`src/rtl/seq_ctrl_unit.sv`:
```
// Sequencing controller for the multiply datapath: button synchronisers and edge
// detectors, wrapping page index, operand-load handshake and multiply watchdog.
module seq_ctrl_unit #(
   parameter int NUM_OPERANDS   = 4,
   parameter int IDX_W          = 2,
   parameter int NUM_PAGES      = 8,
   parameter int PAGE_W         = 3,
   parameter int SYNC_STAGES    = 2,
   parameter int TIMEOUT_CYCLES = 1024,
   parameter int TO_W           = 10
) (
   input  logic              clk,
   input  logic              rst,
   input  logic              clr,
   input  logic              btn_center,
   input  logic              btn_left,
   input  logic              btn_right,
   input  logic              start_mult,
   input  logic              load_ack,
   input  logic              mult_done,
   output logic              scroll_left,
   output logic              scroll_right,
   output logic [PAGE_W-1:0] page,
   output logic              load_req,
   output logic [IDX_W-1:0]  load_idx,
   output logic              mult_start,
   output logic              mult_active,
   output logic              done,
   output logic              timeout_err,
   output logic [2:0]        state_o
);

   typedef enum logic [2:0] {
      IDLE   = 3'b000,
      LOAD   = 3'b001,
      MSTART = 3'b010,
      MULT   = 3'b011,
      DONE   = 3'b100,
      ERR    = 3'b101
   } state_t;

   state_t state, state_next;

   // Button order within the packed vectors: [0] centre, [1] left, [2] right.
   logic [2:0][SYNC_STAGES-1:0] sync;
   logic [2:0]                  hist;
   logic [2:0]                  raw;
   logic [2:0]                  last;
   logic [2:0]                  pulse;
   logic                        start;
   logic                        page_en;

   logic [IDX_W-1:0]  idx, idx_next;
   logic [TO_W-1:0]   cnt, cnt_next;
   logic [PAGE_W-1:0] page_q, page_next;

   assign raw = {btn_right, btn_left, btn_center};

   always_comb begin
      last = '0;
      for (int unsigned b = 0; b < 3; b++) begin
         last[b] = sync[b][SYNC_STAGES-1];
      end
   end

   assign pulse = last & ~hist;
   assign start = pulse[0] | start_mult;

   always_ff @(posedge clk or posedge rst) begin
      if (rst) begin
         sync <= '0;
         hist <= '0;
      end else if (clr) begin
         sync <= '0;
         hist <= '0;
      end else begin
         for (int unsigned b = 0; b < 3; b++) begin
            sync[b] <= {sync[b][SYNC_STAGES-2:0], raw[b]};
         end
         hist <= last;
      end
   end

   always_ff @(posedge clk or posedge rst) begin
      if (rst) begin
         state  <= IDLE;
         idx    <= '0;
         cnt    <= '0;
         page_q <= '0;
      end else if (clr) begin
         state  <= IDLE;
         idx    <= '0;
         cnt    <= '0;
         page_q <= '0;
      end else begin
         state  <= state_next;
         idx    <= idx_next;
         cnt    <= cnt_next;
         page_q <= page_next;
      end
   end

   always_comb begin
      state_next  = state;
      idx_next    = idx;
      cnt_next    = cnt;
      load_req    = 1'b0;
      mult_start  = 1'b0;
      mult_active = 1'b0;
      done        = 1'b0;
      timeout_err = 1'b0;
      case (state)
         IDLE: begin
            if (start) begin
               state_next = LOAD;
               idx_next   = '0;
            end
         end
         LOAD: begin
            load_req = 1'b1;
            if (load_ack) begin
               if (idx == IDX_W'(NUM_OPERANDS - 1)) begin
                  state_next = MSTART;
                  idx_next   = '0;
               end else begin
                  idx_next = idx + IDX_W'(1);
               end
            end
         end
         MSTART: begin
            mult_start = 1'b1;
            state_next = MULT;
            cnt_next   = '0;
         end
         MULT: begin
            mult_active = 1'b1;
            cnt_next    = cnt + TO_W'(1);
            // Completion takes precedence over a watchdog expiry in the same cycle.
            if (mult_done) begin
               state_next = DONE;
            end else if (cnt == TO_W'(TIMEOUT_CYCLES - 1)) begin
               state_next = ERR;
            end
         end
         DONE: begin
            done = 1'b1;
            if (start) begin
               state_next = LOAD;
               idx_next   = '0;
            end
         end
         ERR: begin
            timeout_err = 1'b1;
            if (start) begin
               state_next = LOAD;
               idx_next   = '0;
            end
         end
         default: begin
            state_next = IDLE;
            idx_next   = '0;
         end
      endcase
   end

   always_comb begin
      page_en   = (state == IDLE) || (state == DONE) || (state == ERR);
      page_next = page_q;
      if (page_en && pulse[2] && !pulse[1]) begin
         page_next = (page_q == PAGE_W'(NUM_PAGES - 1)) ? '0 : page_q + PAGE_W'(1);
      end else if (page_en && pulse[1] && !pulse[2]) begin
         page_next = (page_q == '0) ? PAGE_W'(NUM_PAGES - 1) : page_q - PAGE_W'(1);
      end
   end

   assign scroll_left  = pulse[1];
   assign scroll_right = pulse[2];
   assign page         = page_q;
   assign load_idx     = idx;
   assign state_o      = state;

endmodule

```
`config.mk`:
```
export PLATFORM = sky130hd
export DESIGN_NAME = seq_ctrl_unit
export DESIGN_NICKNAME = d
export VERILOG_FILES = /design/src/rtl/seq_ctrl_unit.sv
export SDC_FILE = /design/constraint.sdc
export NUM_CORES = 1
export LEC_CHECK = 0
export CAP_MARGIN = 20
export CORE_ASPECT_RATIO = 0.5
export CORE_MARGIN = 3
export CORE_UTILIZATION = 35
export DETAILED_ROUTE_END_ITERATION = 7
export GPL_ROUTABILITY_DRIVEN = 0
export HOLD_SLACK_MARGIN = 0.03
export PLACE_DENSITY = 0.64
export SYNTH_ARGS = -nofsm -noshare
export SYNTH_HDL_FRONTEND = slang
export SYNTH_SLANG_ARGS = --single-unit
```
`constraint.sdc`:
```
create_clock -name clk -period 2.5 [get_ports clk]
set_input_delay 0.25 -clock clk [delete_from_list [all_inputs] [get_ports clk]]
set_output_delay 0.25 -clock clk [all_outputs]
set_load 0.02 [all_outputs]
```
==> results by group <==
Outcome
  – Status: finished clean

Power and ir drop
  – Seq pwr share: 41.6%
  – P_int: ~0.86 mW
  – Comb power frac: around two fifths
  – Switching part of the total power: between 30% and 40%
  – Total power: 1.38 mW
  – Pwr dens: 762 nW/um^2
  – VDD IR-drop max: between 0.0003 and 0.0004 V
  – Switching pwr: 0.521 mW
  – Clk pwr share: approximately 18%
  – Lkg Pwr: approximately 0.79 nW

Global route
  – Met1 usage: 15.3%
  – Vias in the first global route: approximately 1100
  – Pin count of the biggest net entering global routing: 28
  – GR Util met2: about 22%
  – Gr ovfl total: 0
  – Most Crowded Layer GR: met2
  – Total GRT Usage: 12.4%
  – First-pass GRT wire length: between 5000 and 6000 um
  – Grt met3 use: 4.02%
  – Initial antenna violation count: 0

Logic synthesis
  – Syn Nets: 165
  – Async SR Flop Fraction: 100%
  – Post-Syn Instances: 150
  – Ys Warns: 0
  – Area contributors post-synth: dfrtp_1, ha_1, o21ai_0
  – Syn_area_per_cell: between 9 and 10 um^2
  – Synth Flop Type: dfrtp_1
  – Syn Std Cell Area: approximately 1500 um^2
  – EDFF count, synth: 0
  – Post-synth top area cell: dfrtp_1
  – Share of the synthesized area in the top cell type: a little under half
  – Commonest cells post-synth: dfrtp_1, o21ai_0, inv_1, nor2b_1, nand2_1
  – Most common cell in the netlist: dfrtp_1
  – Unique masters post-synth: 44
  – Seq cells post-synth: 27
  – Seq/Total Area, Yosys: between 40 and 50%

Worst setup path
  – Worst Reg-to-Reg Cells: 5
  – Capturing point of the worst reg2reg path: state_o[0]$_DFFE_PP0P_
  – CP required: ~2300 ps
  – Kind of critical path: reg -> out
  – Worst Path Max Fanout: 12
  – Crit path launch type: flip-flop
  – R2R Setup Slk: 690 ps
  – Crit path DAT: 1810 ps
  – FF-to-FF Start: cnt[0]$_DFFE_PP0P_
  – Worst setup EP type: output pin

Placement
  – Place WS: between 600 and 700 ps
  – Buffers added on ports: 23
  – Dpl hpwl: between 2000 and 2500 um
  – Placed cell count: approximately 220
  – Total placed instance area: 1770 um^2

STA
  – Setup WS post-layout: roughly 440 ps
  – Final Hold Vio Count: 0
  – Slew @ Worst Pin: 455 ps
  – Final Max Slew Viols: 0
  – Fin crit share: between 80% and 90%
  – Total negative slack: 0 ps
  – Maximum clock frequency: 484 MHz
  – Post-layout min period: about 2100 ps
  – Max transition margin: a little over two thirds
  – Final setup vio count: 0
  – Clock Skew: 6.44 ps
  – RSZ-0062 raised after global routing: no

Detailed routing
  – Pre-antenna DRT Iters: 4
  – Drt wl/cell: between 10 and 15 um
  – Antenna viol nets, final: 0
  – Final WL: between 2000 and 3000 um
  – Vias post-DR: approximately 1200
  – DRC: 0
  – DR vias/cell: ~5.2
  – Initial DRC count: 96

Floorplan
  – Die width: a little under 100 um
  – Die Ht: about 52 um
  – Die area: just over 5000 um^2
  – Initial Utilization: roughly 40%
  – Core box area: ~3700 um^2
  – Std-Cell Rows: 15
  – Ports: 24

Min path
  – Worst hold path type: in -> async

Clock network
  – CTS tree: done
  – Root Driver: clkbuf_8
  – Post-cts sizing count: 0
  – Hold Buf Count CTS: 0
  – H-Tree Depth: 1
  – CTS Buffer Depth: 2
  – Post-CTS Setup Repair Bufs: 0
  – Sink Count: 27
  – Worst-path clk slew: 90 ps
  – CTS Buf Count: 3
  – Worst skew pair latency: between 200 and 300 ps

Layout
  – Fin nets: 191
  – Area Overhead vs Synth: 22.9%
  – Design area: between 1500 and 2000 um^2
  – Diode count: 0
  – Share of post-route cells with drive strength above 1: 9.14%
  – Filler cells: ~370
  – Cell Count, Final, Fillers Out: around 230

Job
  – Max-capacitance violation count: 0
-- power groups by stage --
stage / logic (mW) / clock network [mW] / registers [mW]
6_report: 0.565 / 0.242 / 0.576
5_1_grt: 0.625 / 0.279 / 0.589
4_1_cts: 0.573 / 0.252 / 0.577
3_5_place_dp: 0.571 / 0 / 0.585
3_3_place_gp: 0.564 / 0 / 0.584
2_1_floorplan: 0.355 / 0 / 0.583
-- worst max-delay path, cell delays in order (launching register included) --
cell,delay [ps]
dfrtp_1,620
inv_1,180
and3_1,220
clkdlybuf4s50_1,530
-- area by class of cell --
| type | count | area, um^2 | area share (%) |
|---|---|---|---|
| multi-input combinational | 105 | 729 | 40.2 |
| sequential | 27 | 676 | 37.2 |
| timing repair buffer | 26 | 253 | 13.9 |
| tap | 51 | 63.8 | 3.51 |
| inverter | 13 | 48.8 | 2.69 |
| clock buffer | 4 | 45.0 | 2.48 |
-- routing by layer --
layer,vias to the layer above,wire (um)
met3,0,84
met4,0,0
li1,585,-
met5,-,0
met1,579,1430
met2,16,1480
-- worst max-delay path by stage --
stage	from	endpoint	slack (ps)	cells after the start
6_report	state_o[1]$_DFFE_PP0P_	timeout_err	440	3
5_1_grt	state_o[1]$_DFFE_PP0P_	mult_start	310	3
4_1_cts	state_o[1]$_DFFE_PP0P_	mult_start	420	3
3_5_place_dp	clr	load_idx[0]$_DFFE_PP0P_	640	6
3_3_place_gp	clr	state_o[0]$_DFFE_PP0P_	650	5
2_1_floorplan	cnt[0]$_DFFE_PP0P_	state_o[0]$_DFFE_PP0P_	780	5
-- through the flow --
stage | utilization, % | hold WS, ps
finish | 48.6 | 329
global route | 48.6 | 396
CTS | 48.6 | 344
detailed placement | 47.4 | 447
global placement | 47.4 | 443
floorplan | - | 303
-- cells in the final DEF (no fill, tap or decap), types with 4 or more instances in the layout --
master and count:
nor2b_1 11, nand2_1 10, nand4_1 4, nand2b_1 4, clkdlybuf4s50_1 23, inv_1 12, a21oi_1 7, nor2_1 7
o21ai_0 14, ha_1 6, nand3_1 4, dfrtp_1 27
-- registers in the layout, summed over array words and instances, names as in the netlist --
name / flops
sync: 3
last: 3
load_idx: 2
state_o: 3
page: 3
hist: 3
cnt: 10
-- logic make-up (layout without fill, tap and decap cells) --
| group | Yosys count | count (layout) | share of synthesized area (%) |
|---|---|---|---|
| AO/OA/AOI/OAI | 40 | 40 | 18.4 |
| buffers and inverters | 18 | 43 | 4.91 |
| multiplexers | 4 | 4 | 3.13 |
| adder cells (fa/ha/maj) | 6 | 6 | 5.08 |
| flip-flops | 27 | 27 | 45.7 |
| XOR/XNOR | 3 | 3 | 1.78 |
| AND/OR/NAND/NOR | 52 | 52 | 21.0 |
Power figures use the tool's default switching activity.
